`config.mk`:
```
export PLATFORM = sky130hd
export DESIGN_NAME = mult_resolve_q_flat
export DESIGN_NICKNAME = d
export VERILOG_FILES = /design/src/rtl/mult_resolve_q_if.sv /design/src/rtl/mult_resolve_q.sv /design/src/flat_wrapper.sv
export SDC_FILE = /design/constraint.sdc
export NUM_CORES = 1
export LEC_CHECK = 0
export ABC_AREA = 0
export ABC_CLOCK_PERIOD_IN_PS = 2800
export CAP_MARGIN = 10
export CORE_ASPECT_RATIO = 0.6
export CORE_MARGIN = 10
export CORE_UTILIZATION = 48
export CTS_CLUSTER_SIZE = 10
export DETAILED_ROUTE_END_ITERATION = 16
export PLACE_DENSITY = 0.84
export SYNTH_ARGS = -nofsm -noshare
export SYNTH_HDL_FRONTEND = slang
export SYNTH_SLANG_ARGS = --single-unit
```
`constraint.sdc`:
```
create_clock -name clock -period 2.8 [get_ports clock]
set_input_delay 0.56 -clock clock [delete_from_list [all_inputs] [get_ports clock]]
set_output_delay 0.56 -clock clock [all_outputs]
set_load 0.03 [all_outputs]
```
`src/rtl/mult_resolve_q_if.sv`:
```
// Handshake bundle for the final multiplier stage: stage-2 product in, resolved writeback out.
interface mult_resolve_q_if #(parameter int W = 32);
    logic           m2_m3_oper;
    logic           m2_m3_ready;
    logic [2*W-1:0] m2_m3_multres;
    logic [4:0]     m2_m3_regdest;
    logic           m2_m3_ispositive;
    logic           m2_m3_iszero;
    logic [1:0]     m2_m3_mode;
    logic           m3_mul_valid;
    logic           wb_ready;
    logic [4:0]     m3_mul_regdest;
    logic           m3_mul_writereg;
    logic [W-1:0]   m3_mul_wbvalue;
    logic           m3_mul_overflow;
    logic [31:0]    m3_ovf_count;

    modport slave (
        input  m2_m3_oper, m2_m3_multres, m2_m3_regdest, m2_m3_ispositive,
               m2_m3_iszero, m2_m3_mode, wb_ready,
        output m2_m3_ready, m3_mul_valid, m3_mul_regdest, m3_mul_writereg,
               m3_mul_wbvalue, m3_mul_overflow, m3_ovf_count
    );

    modport master (
        output m2_m3_oper, m2_m3_multres, m2_m3_regdest, m2_m3_ispositive,
               m2_m3_iszero, m2_m3_mode, wb_ready,
        input  m2_m3_ready, m3_mul_valid, m3_mul_regdest, m3_mul_writereg,
               m3_mul_wbvalue, m3_mul_overflow, m3_ovf_count
    );
endinterface

```
`src/rtl/mult_resolve_q.sv`:
```
// Multiplier final stage: resolves a sign-magnitude product per result mode into a FIFO.
// Optional overflow event counter enabled by defining MULT_RESOLVE_STATS_EN.
module mult_resolve_q #(
    parameter int W     = 32,
    parameter int DEPTH = 4
) (
    input  logic            clock,
    input  logic            reset,
    mult_resolve_q_if.slave bus
);
    localparam int AW = $clog2(DEPTH);
    localparam logic [AW:0]    FULL    = (AW+1)'(DEPTH);
    localparam logic [2*W-1:0] MAX_POS = {{(W+1){1'b0}}, {(W-1){1'b1}}};
    localparam logic [2*W-1:0] MIN_MAG = {{W{1'b0}}, 1'b1, {(W-1){1'b0}}};

    typedef struct packed {
        logic [4:0]   regdest;
        logic         writereg;
        logic [W-1:0] wbvalue;
        logic         overflow;
    } entry_t;

    logic [2*W:0] prod;
    logic         ovf;
    entry_t       res;

    always_comb begin
        prod = '0;
        if (!bus.m2_m3_iszero)
            prod = bus.m2_m3_ispositive ? {1'b0, bus.m2_m3_multres}
                                        : -{1'b0, bus.m2_m3_multres};
        // Negative side reaches one further: magnitude 2^(W-1) is still representable.
        ovf = !bus.m2_m3_iszero &&
              (bus.m2_m3_ispositive ? (bus.m2_m3_multres > MAX_POS)
                                    : (bus.m2_m3_multres > MIN_MAG));
        res.regdest  = bus.m2_m3_regdest;
        res.writereg = 1'b1;
        res.wbvalue  = prod[W-1:0];
        res.overflow = ovf;
        case (bus.m2_m3_mode)
            2'b00: if (ovf) begin
                res.writereg = 1'b0;
                res.wbvalue  = '0;
            end
            2'b10: begin
                res.wbvalue  = prod[2*W-1:W];
                res.overflow = 1'b0;
            end
            2'b11: if (ovf)
                res.wbvalue = bus.m2_m3_ispositive ? {1'b0, {(W-1){1'b1}}}
                                                   : {1'b1, {(W-1){1'b0}}};
            default: ;
        endcase
    end

    entry_t        mem [DEPTH];
    logic [AW-1:0] wptr, rptr;
    logic [AW:0]   count;
    logic          valid, push, pop;
    entry_t        head;

    assign valid           = (count != '0);
    assign bus.m2_m3_ready = (count != FULL);
    assign push            = bus.m2_m3_oper && bus.m2_m3_ready;
    assign pop             = valid && bus.wb_ready;

    always_ff @(posedge clock) begin
        if (reset) begin
            wptr  <= '0;
            rptr  <= '0;
            count <= '0;
        end else begin
            if (push) wptr <= wptr + 1'b1;
            if (pop)  rptr <= rptr + 1'b1;
            case ({push, pop})
                2'b10:   count <= count + 1'b1;
                2'b01:   count <= count - 1'b1;
                default: ;
            endcase
        end
    end

    always_ff @(posedge clock) begin
        if (push && !reset) mem[wptr] <= res;
    end

    assign head                = mem[rptr];
    assign bus.m3_mul_valid    = valid;
    assign bus.m3_mul_regdest  = valid ? head.regdest  : '0;
    assign bus.m3_mul_writereg = valid ? head.writereg : 1'b0;
    assign bus.m3_mul_wbvalue  = valid ? head.wbvalue  : '0;
    assign bus.m3_mul_overflow = valid ? head.overflow : 1'b0;

`ifdef MULT_RESOLVE_STATS_EN
    logic [31:0] ovf_count;

    // HIGH entries carry overflow=0, so they never count.
    always_ff @(posedge clock) begin
        if (reset)
            ovf_count <= '0;
        else if (push && res.overflow && ovf_count != '1)
            ovf_count <= ovf_count + 1'b1;
    end

    assign bus.m3_ovf_count = ovf_count;
`else
    assign bus.m3_ovf_count = '0;
`endif
endmodule
```
`src/flat_wrapper.sv`:
```
// flat-port wrapper written by rule: the top's interface ports become plain ports
module mult_resolve_q_flat 
#(
    parameter int W     = 32,
    parameter int DEPTH = 4
)
  (clock, reset, bus_m2_m3_oper, bus_m2_m3_multres, bus_m2_m3_regdest, bus_m2_m3_ispositive, bus_m2_m3_iszero, bus_m2_m3_mode, bus_wb_ready, bus_m2_m3_ready, bus_m3_mul_valid, bus_m3_mul_regdest, bus_m3_mul_writereg, bus_m3_mul_wbvalue, bus_m3_mul_overflow, bus_m3_ovf_count);
  mult_resolve_q_if #(.W(W)) bus_i ();
  input  logic clock;
  input  logic reset;
  input wire logic [$bits(bus_i.m2_m3_oper)-1:0] bus_m2_m3_oper;
  input wire logic [$bits(bus_i.m2_m3_multres)-1:0] bus_m2_m3_multres;
  input wire logic [$bits(bus_i.m2_m3_regdest)-1:0] bus_m2_m3_regdest;
  input wire logic [$bits(bus_i.m2_m3_ispositive)-1:0] bus_m2_m3_ispositive;
  input wire logic [$bits(bus_i.m2_m3_iszero)-1:0] bus_m2_m3_iszero;
  input wire logic [$bits(bus_i.m2_m3_mode)-1:0] bus_m2_m3_mode;
  input wire logic [$bits(bus_i.wb_ready)-1:0] bus_wb_ready;
  output wire logic [$bits(bus_i.m2_m3_ready)-1:0] bus_m2_m3_ready;
  output wire logic [$bits(bus_i.m3_mul_valid)-1:0] bus_m3_mul_valid;
  output wire logic [$bits(bus_i.m3_mul_regdest)-1:0] bus_m3_mul_regdest;
  output wire logic [$bits(bus_i.m3_mul_writereg)-1:0] bus_m3_mul_writereg;
  output wire logic [$bits(bus_i.m3_mul_wbvalue)-1:0] bus_m3_mul_wbvalue;
  output wire logic [$bits(bus_i.m3_mul_overflow)-1:0] bus_m3_mul_overflow;
  output wire logic [$bits(bus_i.m3_ovf_count)-1:0] bus_m3_ovf_count;
  assign bus_i.m2_m3_oper = bus_m2_m3_oper;
  assign bus_i.m2_m3_multres = bus_m2_m3_multres;
  assign bus_i.m2_m3_regdest = bus_m2_m3_regdest;
  assign bus_i.m2_m3_ispositive = bus_m2_m3_ispositive;
  assign bus_i.m2_m3_iszero = bus_m2_m3_iszero;
  assign bus_i.m2_m3_mode = bus_m2_m3_mode;
  assign bus_i.wb_ready = bus_wb_ready;
  assign bus_m2_m3_ready = bus_i.m2_m3_ready;
  assign bus_m3_mul_valid = bus_i.m3_mul_valid;
  assign bus_m3_mul_regdest = bus_i.m3_mul_regdest;
  assign bus_m3_mul_writereg = bus_i.m3_mul_writereg;
  assign bus_m3_mul_wbvalue = bus_i.m3_mul_wbvalue;
  assign bus_m3_mul_overflow = bus_i.m3_mul_overflow;
  assign bus_m3_ovf_count = bus_i.m3_ovf_count;
  mult_resolve_q #(.W(W), .DEPTH(DEPTH)) u_core (.clock(clock), .reset(reset), .bus(bus_i));
endmodule
```
== Word level (Yosys, flattened, before mapping) ==
Memory sizes are Yosys's and may differ from the RTL's. A register that Yosys moved wholly into a read port is not among the register bits.
Index checks and enable logic that the tools add are counted.

* Equality and inequality tests: 5
* Magnitude comparators: 2
* Multiplexer cells: 18
* Add/sub/neg operators: 5
* Reduce and logical (&&, ||, !) cells: 9

{| class="wikitable"
|+ Operator list
! cell !! count
|-
| 2-to-1 mux 64 bit || 2
|-
| 2-to-1 mux 32 bit || 3
|-
| case mux 32 bit (3 select lines) || 1
|-
| greater-than comparator 64 x 31 -> 1 bit (second input constant) || 1
|-
| greater-than comparator 64 x 32 -> 1 bit (second input constant) || 1
|-
| negator 64 bit || 1
|-
| 2-to-1 mux 33 bit || 1
|-
| 2-to-1 mux 1 bit || 7
|-
| == test 2 bit (second input constant) || 3
|-
| case mux 3 bit (2 select lines) || 1
|-
| 2-to-1 mux 5 bit || 1
|-
| adder 2 x 1 -> 2 bit (second input constant) || 2
|-
| logical AND 1 bit || 4
|-
| 2-to-1 mux 2 bit || 2
|-
| adder 3 x 1 -> 3 bit (second input constant) || 1
|-
| inequality test 3 bit (second input constant) || 1
|-
| nonzero test 3 bit || 1
|-
| subtractor 3 x 1 -> 3 bit (second input constant) || 1
|-
| == test 2 x 1 -> 1 bit (second input constant) || 1
|-
| zero test 1 bit || 2
|-
| zero test 2 bit || 1
|-
| nonzero test 2 bit || 1
|}

* Memory bits (writable): 156
* Logic and storage cells: 43
* Memories: 1
* Bits in registers: 7

{| class="wikitable"
|+ Memory list
! name !! words !! width !! read ports !! clocked after Yosys merged registers in !! wr ports !! line !! RTL
|-
| u_core.mem || 4 || 39 || 1 || 1 || 1 || mult_resolve_q.sv:56 || <nowiki>entry_t mem [DEPTH];</nowiki>
|}

== Logic depth before layout (Yosys ltp) ==
Gate-level depths: netlist of run 1.

* Depth after elaboration: 5
* Gate-level depth with buffers: 11

== Least setup slack after synthesis of run 1 ==
OpenSTA, ideal clock, no wires.

* Kind: input port to flip-flop
* From: input bus_m2_m3_multres[0]
* To: memory u_core.mem[0][12] (netlist bit) (data pin)
* Cell stages on the path: 11
* Slack: 0.128 ns
* Data arrival time: 2.370 ns
* Path buffers: 2
* Required time: 2.498 ns
* Setup time: 0.302 ns
* Cells stage by stage: inv_1 -> ha_1 -> nand2b_1 -> nor3_4 -> and2_1 -> buf_4 -> a311oi_4 -> o21ai_2 -> a31oi_2 -> buf_6 -> o221ai_1

{| class="wikitable"
|+ RTL lines
! what !! line !! RTL
|-
| from (decl) || flat_wrapper.sv:12 || <nowiki>input wire logic [$bits(bus_i.m2_m3_multres)-1:0] bus_m2_m3_multres;</nowiki>
|-
| to (decl) || mult_resolve_q.sv:56 ||
|}

==> flow_metrics.py, run 1 <==
metrics = {
    "yosys": {
        "synth_seq_cells": 165,
        "synthFlopType": "edfxtp_1",
        "syn-mean-instance-area_sq_um": 13.8,
        "syn-cell-area_sq_um": 8540,
        "seq_area_frac_synth_pct": 57.0,
        "yosysWarningCount": 0,
        "syn_inst": 620,
        "yosysUniqueCellTypes": 49,
        "synth_edf_count": 156,
        "synth_async_sr_flop_share_pct": 0,
    },
    "global_route": {
        "gr-usage-all-layers_pct": 20.6,
        "grt_pass1_wl_um": 37200,
        "antenna_found_initial": 0,
        "grt_pass1_vias": 6478,
        "grt_max_degree": 67,
        "overflow": 0,
    },
    "cts": {
        "clock-sinks": 165,
        "path_clk_slew_ns": 0.07,
        "clockRootBuffer": "clkbuf_16",
        "clock_path_buffers": 2,
        "htreeDepth": 4,
        "cts_buffers": 17,
        "ctsHoldBuffers": 0,
        "cts_tree": "yes",
        "worstSkewPairLatency_ns": 0.44,
    },
    "drt": {
        "drtPass1Iterations": 5,
        "drcViolationCount": 0,
        "ant_nets": 0,
        "vias": 6424,
        "drt-total-wl_um": 25600,
        "wl_per_cell_um": 22.8,
        "vias_per_cell": 5.73,
        "drtIter0Drc": 642,
    },
    "pwr": {
        "clkPwrFrac_pct": 26.7,
        "p_leak_nw": 4.63,
        "power_density_nw_per_um2": 712,
        "p_sw_mw": 3.10,
        "p_comb_share_pct": 38.7,
        "max-vdd-ir-drop_mv": 0.405,
        "swShare_pct": 36.0,
        "seqPwrFrac_pct": 34.6,
        "internal_power_mw": 5.50,
    },
    "sta": {
        "final-max-slew-violation-count": 0,
        "timing.setup.tns_ns": -0.621,
        "relSlewSlack_pct": 49.9,
        "timing.final.crit_share_pct": 104,
        "fin_skew_ns": 0.0125,
        "min_period_ns": 2.91,
        "fmax_mhz": 344,
        "rsz0062_at_grt": "yes",
        "hold_viol_final": 0,
        "setup_viol": 12,
        "fin_ws_ns": -0.111,
        "tightest_slew_ns": 0.752,
    },
    "placement": {
        "port_buffers": 117,
        "place_inst": 1069,
        "hpwl_um": 16500,
        "gp_congestion": 0.864,
    },
    "final_layout": {
        "antenna_cells": 0,
        "drive_gt1_share_pct": 38.3,
        "nets": 959,
        "layoutNonFillerInstCount": 1122,
        "area_delta_synth_final_pct": 41.4,
        "layout_common_cells": "buf_4, edfxtp_1, xnor2_1, clkdlybuf4s50_1, nor2_1",
        "layout_commonest_cell": "buf_4",
    },
    "run_status": {
        "failed_checks": "negative setup slack",
        "status": "finished with violations",
    },
    "critical_path": {
        "worst_ep_required_time_ns": 2.95,
        "start_kind": "primary input",
        "critPathKind": "primary input to register",
        "worst-path-max-fanout": 4,
        "crit_arrival_ns": 3.06,
        "end_kind": "register",
    },
    "floorplanning": {
        "io_pins": 150,
        "dieArea_sq_um": 23700,
        "die_h_um": 123,
        "fp.dieW_um": 192,
        "initial_core_util_pct": 49.3,
        "coreArea_sq_um": 17300,
        "rows": 37,
    },
    "min_path": {
        "hold_path_class": "register to register",
    },
    "run": {
        "maxCapViolCount": 0,
    },
}
==> worst max-delay path, stage by stage <==
cell	delay, ns
clkdlybuf4s50_1	0.43
or4_4	0.57
nor3_2	0.14
buf_4	0.15
buf_4	0.12
nand2_4	0.09
nor2_4	0.16
buf_4	0.13
a31oi_1	0.14
xnor2_1	0.37
o221ai_2	0.21
==> final timing paths <==
path	startpoint	to	slack (ns)	cells past startpoint
worst max-delay path	bus_m2_m3_multres[36]	u_core.mem[1][27]	-0.11	11
worst min-delay path	u_core.wptr[1]	u_core.wptr[1]	0.54	2
worst max register to register	u_core.count[2]	u_core.count[2]	0.49	8
worst min register to register	u_core.wptr[1]	u_core.wptr[1]	0.54	2
==> routing by layer <==
| metal | GRT usage, % | vias up | wire length [um] |
|---|---|---|---|
| met3 | 5.68 | 37 | 2500 |
| met4 | 5.01 | 0 | 333 |
| met5 | 0 | - | 0 |
| met1 | 26.7 | 3190 | 10200 |
| li1 | - | 2834 | - |
| met2 | 33.8 | 363 | 12600 |
==> through the flow <==
stage | total power [mW] | utilization [%] | cell area (sq um) | hold slack [ns] | worst slack, ns
final | 8.60 | 69.7 | 12100 | 0.536 | -0.111
after detailed placement | 6.31 | 62.0 | 10700 | 0.514 | -0.662
after CTS | 8.61 | 67.0 | 11600 | 0.525 | -0.0329
after global placement | 6.25 | 62.0 | 10700 | 0.481 | -0.530
after global routing | 8.95 | 69.7 | 12100 | 0.565 | -0.146
after floorplan | 5.05 | - | 8650 | 0.467 | 0.128
==> timing repair <==
item | 4_1_cts | 5_1_grt
pin swaps | 14 | 29
hold endpoints to repair | 0 | 0
gates resized for setup | 54 | 74
buffers inserted | 7 | 16
setup endpoints to repair | 153 | 135
gates cloned | 0 | 1
==> cells by family (layout without fill, tap and decap cells) <==
logic type	count (synthesis)	count (layout)	synth area share (%)
buffers and inverters	81	318	5.32
AND/OR/NAND/NOR	173	173	11.4
multiplexers	41	41	10.5
adder cells (fa/ha/maj)	7	7	1.11
flip-flops	165	165	57.0
XOR/XNOR	66	66	6.77
AO/OA/AOI/OAI	86	86	7.83
other	1	32	0.0439
==> registers in the layout, indices dropped and copies added, names as in the netlist, named ones only <==
register      count
u_core.mem      156
u_core.count      3
u_core.rptr       2
u_core.wptr       2
==> cell type report <==
cell class                 instances  area, sq um
fill                            1137         5240
sequential                       165         4870
multi-input combinational        405         3800
timing repair buffer             268         2470
clock buffer                      17          425
tap                              234          293
clock inverter                    15          158
inverter                          18         67.6
==> Yosys cell counts (all sizes together), types with 3 or more instances <==
library cell	instances	area (sq um)
a21oi	28	140
a31oi	15	100
and2	47	294
buf	45	319
clkbuf	18	67.6
dfxtp	9	180
edfxtp	156	4680
ha	6	75.1
inv	18	67.6
mux4	39	878
nand2	10	37.5
nand2b	3	18.8
nand3	4	20.0
nand4	4	25.0
nor2	52	195
nor2b	3	18.8
nor3	23	153
nor4	10	75.1
o221ai	31	315
or3	4	25.0
or4	8	71.3
xnor2	60	526
xor2	6	52.6
==> power by group through the flow <==
stage               clock (mW)  sequential [mW]  combinational [mW]
global route              2.42             2.99                3.55
floorplan                    0             2.99                2.06
detailed placement           0             3.02                3.29
finish                    2.30             2.97                3.33
CTS                       2.32             2.97                3.32
global placement             0             3.01                3.23
(Power assumes the default switching activity.)
==> inputs of run 2 (changes only) <==
--- a/config.mk
+++ b/config.mk
@@ -9,7 +9,7 @@
 export ABC_CLOCK_PERIOD_IN_PS = 2800
 export CAP_MARGIN = 10
 export CORE_ASPECT_RATIO = 0.6
-export CORE_MARGIN = 10
+export CORE_MARGIN = 2
 export CORE_UTILIZATION = 48
 export CTS_CLUSTER_SIZE = 10
 export DETAILED_ROUTE_END_ITERATION = 16
==> flow_metrics.py, run 2 (same netlist as run 1, synthesis figures left out) <==
metrics = {
    "min_path": {
        "hold_path_class": "register to register",
    },
    "critical_path": {
        "worst-path-max-fanout": 8,
        "slowest_stage": "clkdlybuf4s50_1",
        "start_kind": "primary input",
        "crit_chain": "clkdlybuf4s50_1 -> nor4_4 -> nand2b_1 -> buf_4 -> nor3_4 -> nand4_1 -> buf_4 -> o21ai_4 -> a31oi_4 -> buf_12 -> o221ai_2",
        "crit_arrival_ns": 3.15,
        "path_common_cell": "buf_4",
        "critPathKind": "primary input to register",
        "slowest_delay_ns": 0.47,
        "worst_ep_required_time_ns": 3.03,
        "end_kind": "register",
    },
    "cts": {
        "htreeDepth": 4,
        "cts_tree": "yes",
        "clockRootBuffer": "clkbuf_16",
        "clock-sinks": 165,
        "cts_buffers": 17,
        "ctsHoldBuffers": 0,
        "worstSkewPairLatency_ns": 0.44,
        "clock_path_buffers": 2,
        "path_clk_slew_ns": 0.07,
    },
    "global_route": {
        "gr-usage-all-layers_pct": 25.1,
        "antenna_found_initial": 0,
        "grt_pass1_vias": 6268,
        "grt_max_degree": 67,
        "grt_pass1_wl_um": 35200,
        "overflow": 0,
    },
    "final_layout": {
        "fillerInstances": 1040,
        "layout_common_cells": "edfxtp_1, buf_4, xnor2_1, nor2_1, clkdlybuf4s50_1",
        "largest_register": "u_core.mem",
        "area_delta_synth_final_pct": 45.3,
        "drive_gt1_share_pct": 35.9,
        "antenna_cells": 0,
        "largest_reg_flops": 156,
        "layout_commonest_cell": "edfxtp_1",
        "biggestRegsByFlops": "u_core.mem (156), u_core.count (3)",
        "nets": 962,
    },
    "drt": {
        "highest-signal-layer": "met4",
        "ant_nets": 0,
        "drtIter0Drc": 862,
        "vias": 6587,
        "vias_per_cell": 5.86,
        "routed-wl-met2_um": 12200,
        "wl_per_cell_um": 22.9,
        "wl_met1_um": 10700,
        "wl_met3_um": 2400,
        "drcViolationCount": 0,
        "drtPass1Iterations": 5,
        "drt-total-wl_um": 25800,
    },
    "pwr": {
        "power_density_nw_per_um2": 698,
        "p_leak_nw": 4.74,
        "max-vdd-ir-drop_mv": 0.451,
    },
    "sta": {
        "min_period_ns": 2.92,
        "fin_skew_ns": 0.0114,
        "relSlewSlack_pct": 53.5,
        "setup_viol": 128,
        "tightest_slew_ns": 0.697,
        "hold_viol_final": 0,
        "timing.final.crit_share_pct": 104,
        "fin_ws_ns": -0.120,
        "fmax_mhz": 343,
        "final-max-slew-violation-count": 0,
        "holdWs_ns": 0.526,
    },
    "run": {
        "maxCapViolCount": 0,
    },
    "placement": {
        "hpwl_um": 15800,
        "gp_congestion": 0.903,
        "port_buffers": 117,
        "preCtsSetupSlack_ns": -0.723,
    },
    "floorplanning": {
        "fp.dieW_um": 176,
        "die_h_um": 107,
        "initial_core_util_pct": 49.4,
        "io_pins": 150,
        "rows": 37,
        "dieArea_sq_um": 18900,
        "coreArea_sq_um": 17300,
    },
    "run_status": {
        "status": "finished with violations",
        "failed_checks": "negative setup slack",
    },
}
run 2: cell types whose count changed in the layout (fill, tap and decap cells not counted), sizes merged:
cell	delta
buf	-16
bufbuf	+1
clkbuf	+2
clkdlybuf4s15	-1
clkdlybuf4s50	-2
clkinv	+2
dlygate4sd2	+16
dlymetal6s2s	+4
inv	-3
run 2: final cells by class:
cell class,instances,area [sq um],share of cell area [%]
Sequential cell,165,4870,39.2
Multi-Input combinational cell,405,4020,32.4
Timing Repair Buffer,271,2580,20.8
Clock buffer,18,439,3.54
Tap cell,234,293,2.36
Clock inverter,14,144,1.16
Inverter,18,67.6,0.545
run 2: what timing repair did:
| action | 4_1_cts | 5_1_grt |
|---|---|---|
| pin swaps | 12 | 48 |
| endpoints found under the hold margin | 0 | 0 |
| buffers inserted | 1 | 17 |
| setup endpoints to repair | 155 | 128 |
| resized for setup | 63 | 100 |
| gates cloned | 1 | 2 |
run 2: power by group:
part	switching, mW	total (mW)	internal [mW]
clock network	1.09	2.29	1.20
registers	0.0623	2.96	2.90
logic	1.97	3.41	1.44
run 2: stage by stage:
step                utilization [%]  TNS (ns)  std cells  cell area (sq um)  power, mW
floorplan                         -         0        651               8650       5.05
global placement               62.7    -69.21       1072              10800       6.29
detailed placement             62.7    -81.59       1072              10800       6.34
CTS                            67.3   -0.0107       1106              11600       8.55
global route                   71.8    -13.99       1125              12400       8.99
finish                         71.8     -8.81       1125              12400       8.66
run 2: worst paths after layout:
| path | cells after the start | start | to | slack [ns] |
|---|---|---|---|---|
| hold reg to reg | 2 | u_core.count[1] | u_core.count[1] | 0.53 |
| setup / recovery | 11 | bus_m2_m3_multres[50] | u_core.mem[2][7] | -0.12 |
| setup reg to reg | 9 | u_core.count[2] | u_core.count[2] | 0.54 |
| hold / removal | 2 | u_core.count[1] | u_core.count[1] | 0.53 |
run 2: critical path, delay by kind of cell:
family          cells  cell delay, ns
buf+inv             4            1.10
compound gates      3            0.67
simple gates        4            0.81
run 2: metal layers:
layer	vias to the layer above	global-route usage [%]
met5	-	0
met4	0	6.32
met3	52	5.26
met2	466	39.8
met1	3231	35.8
li1	2838	-
==> inputs of run 3 (changes only) <==
--- a/config.mk
+++ b/config.mk
@@ -14,6 +14,7 @@
 export CTS_CLUSTER_SIZE = 10
 export DETAILED_ROUTE_END_ITERATION = 16
 export PLACE_DENSITY = 0.84
+export SLEW_MARGIN = 25
 export SYNTH_ARGS = -nofsm -noshare
 export SYNTH_HDL_FRONTEND = slang
 export SYNTH_SLANG_ARGS = --single-unit
==> results of run 3 <==
Same layout as run 2: the final DEF is identical, and so are final timing and power.
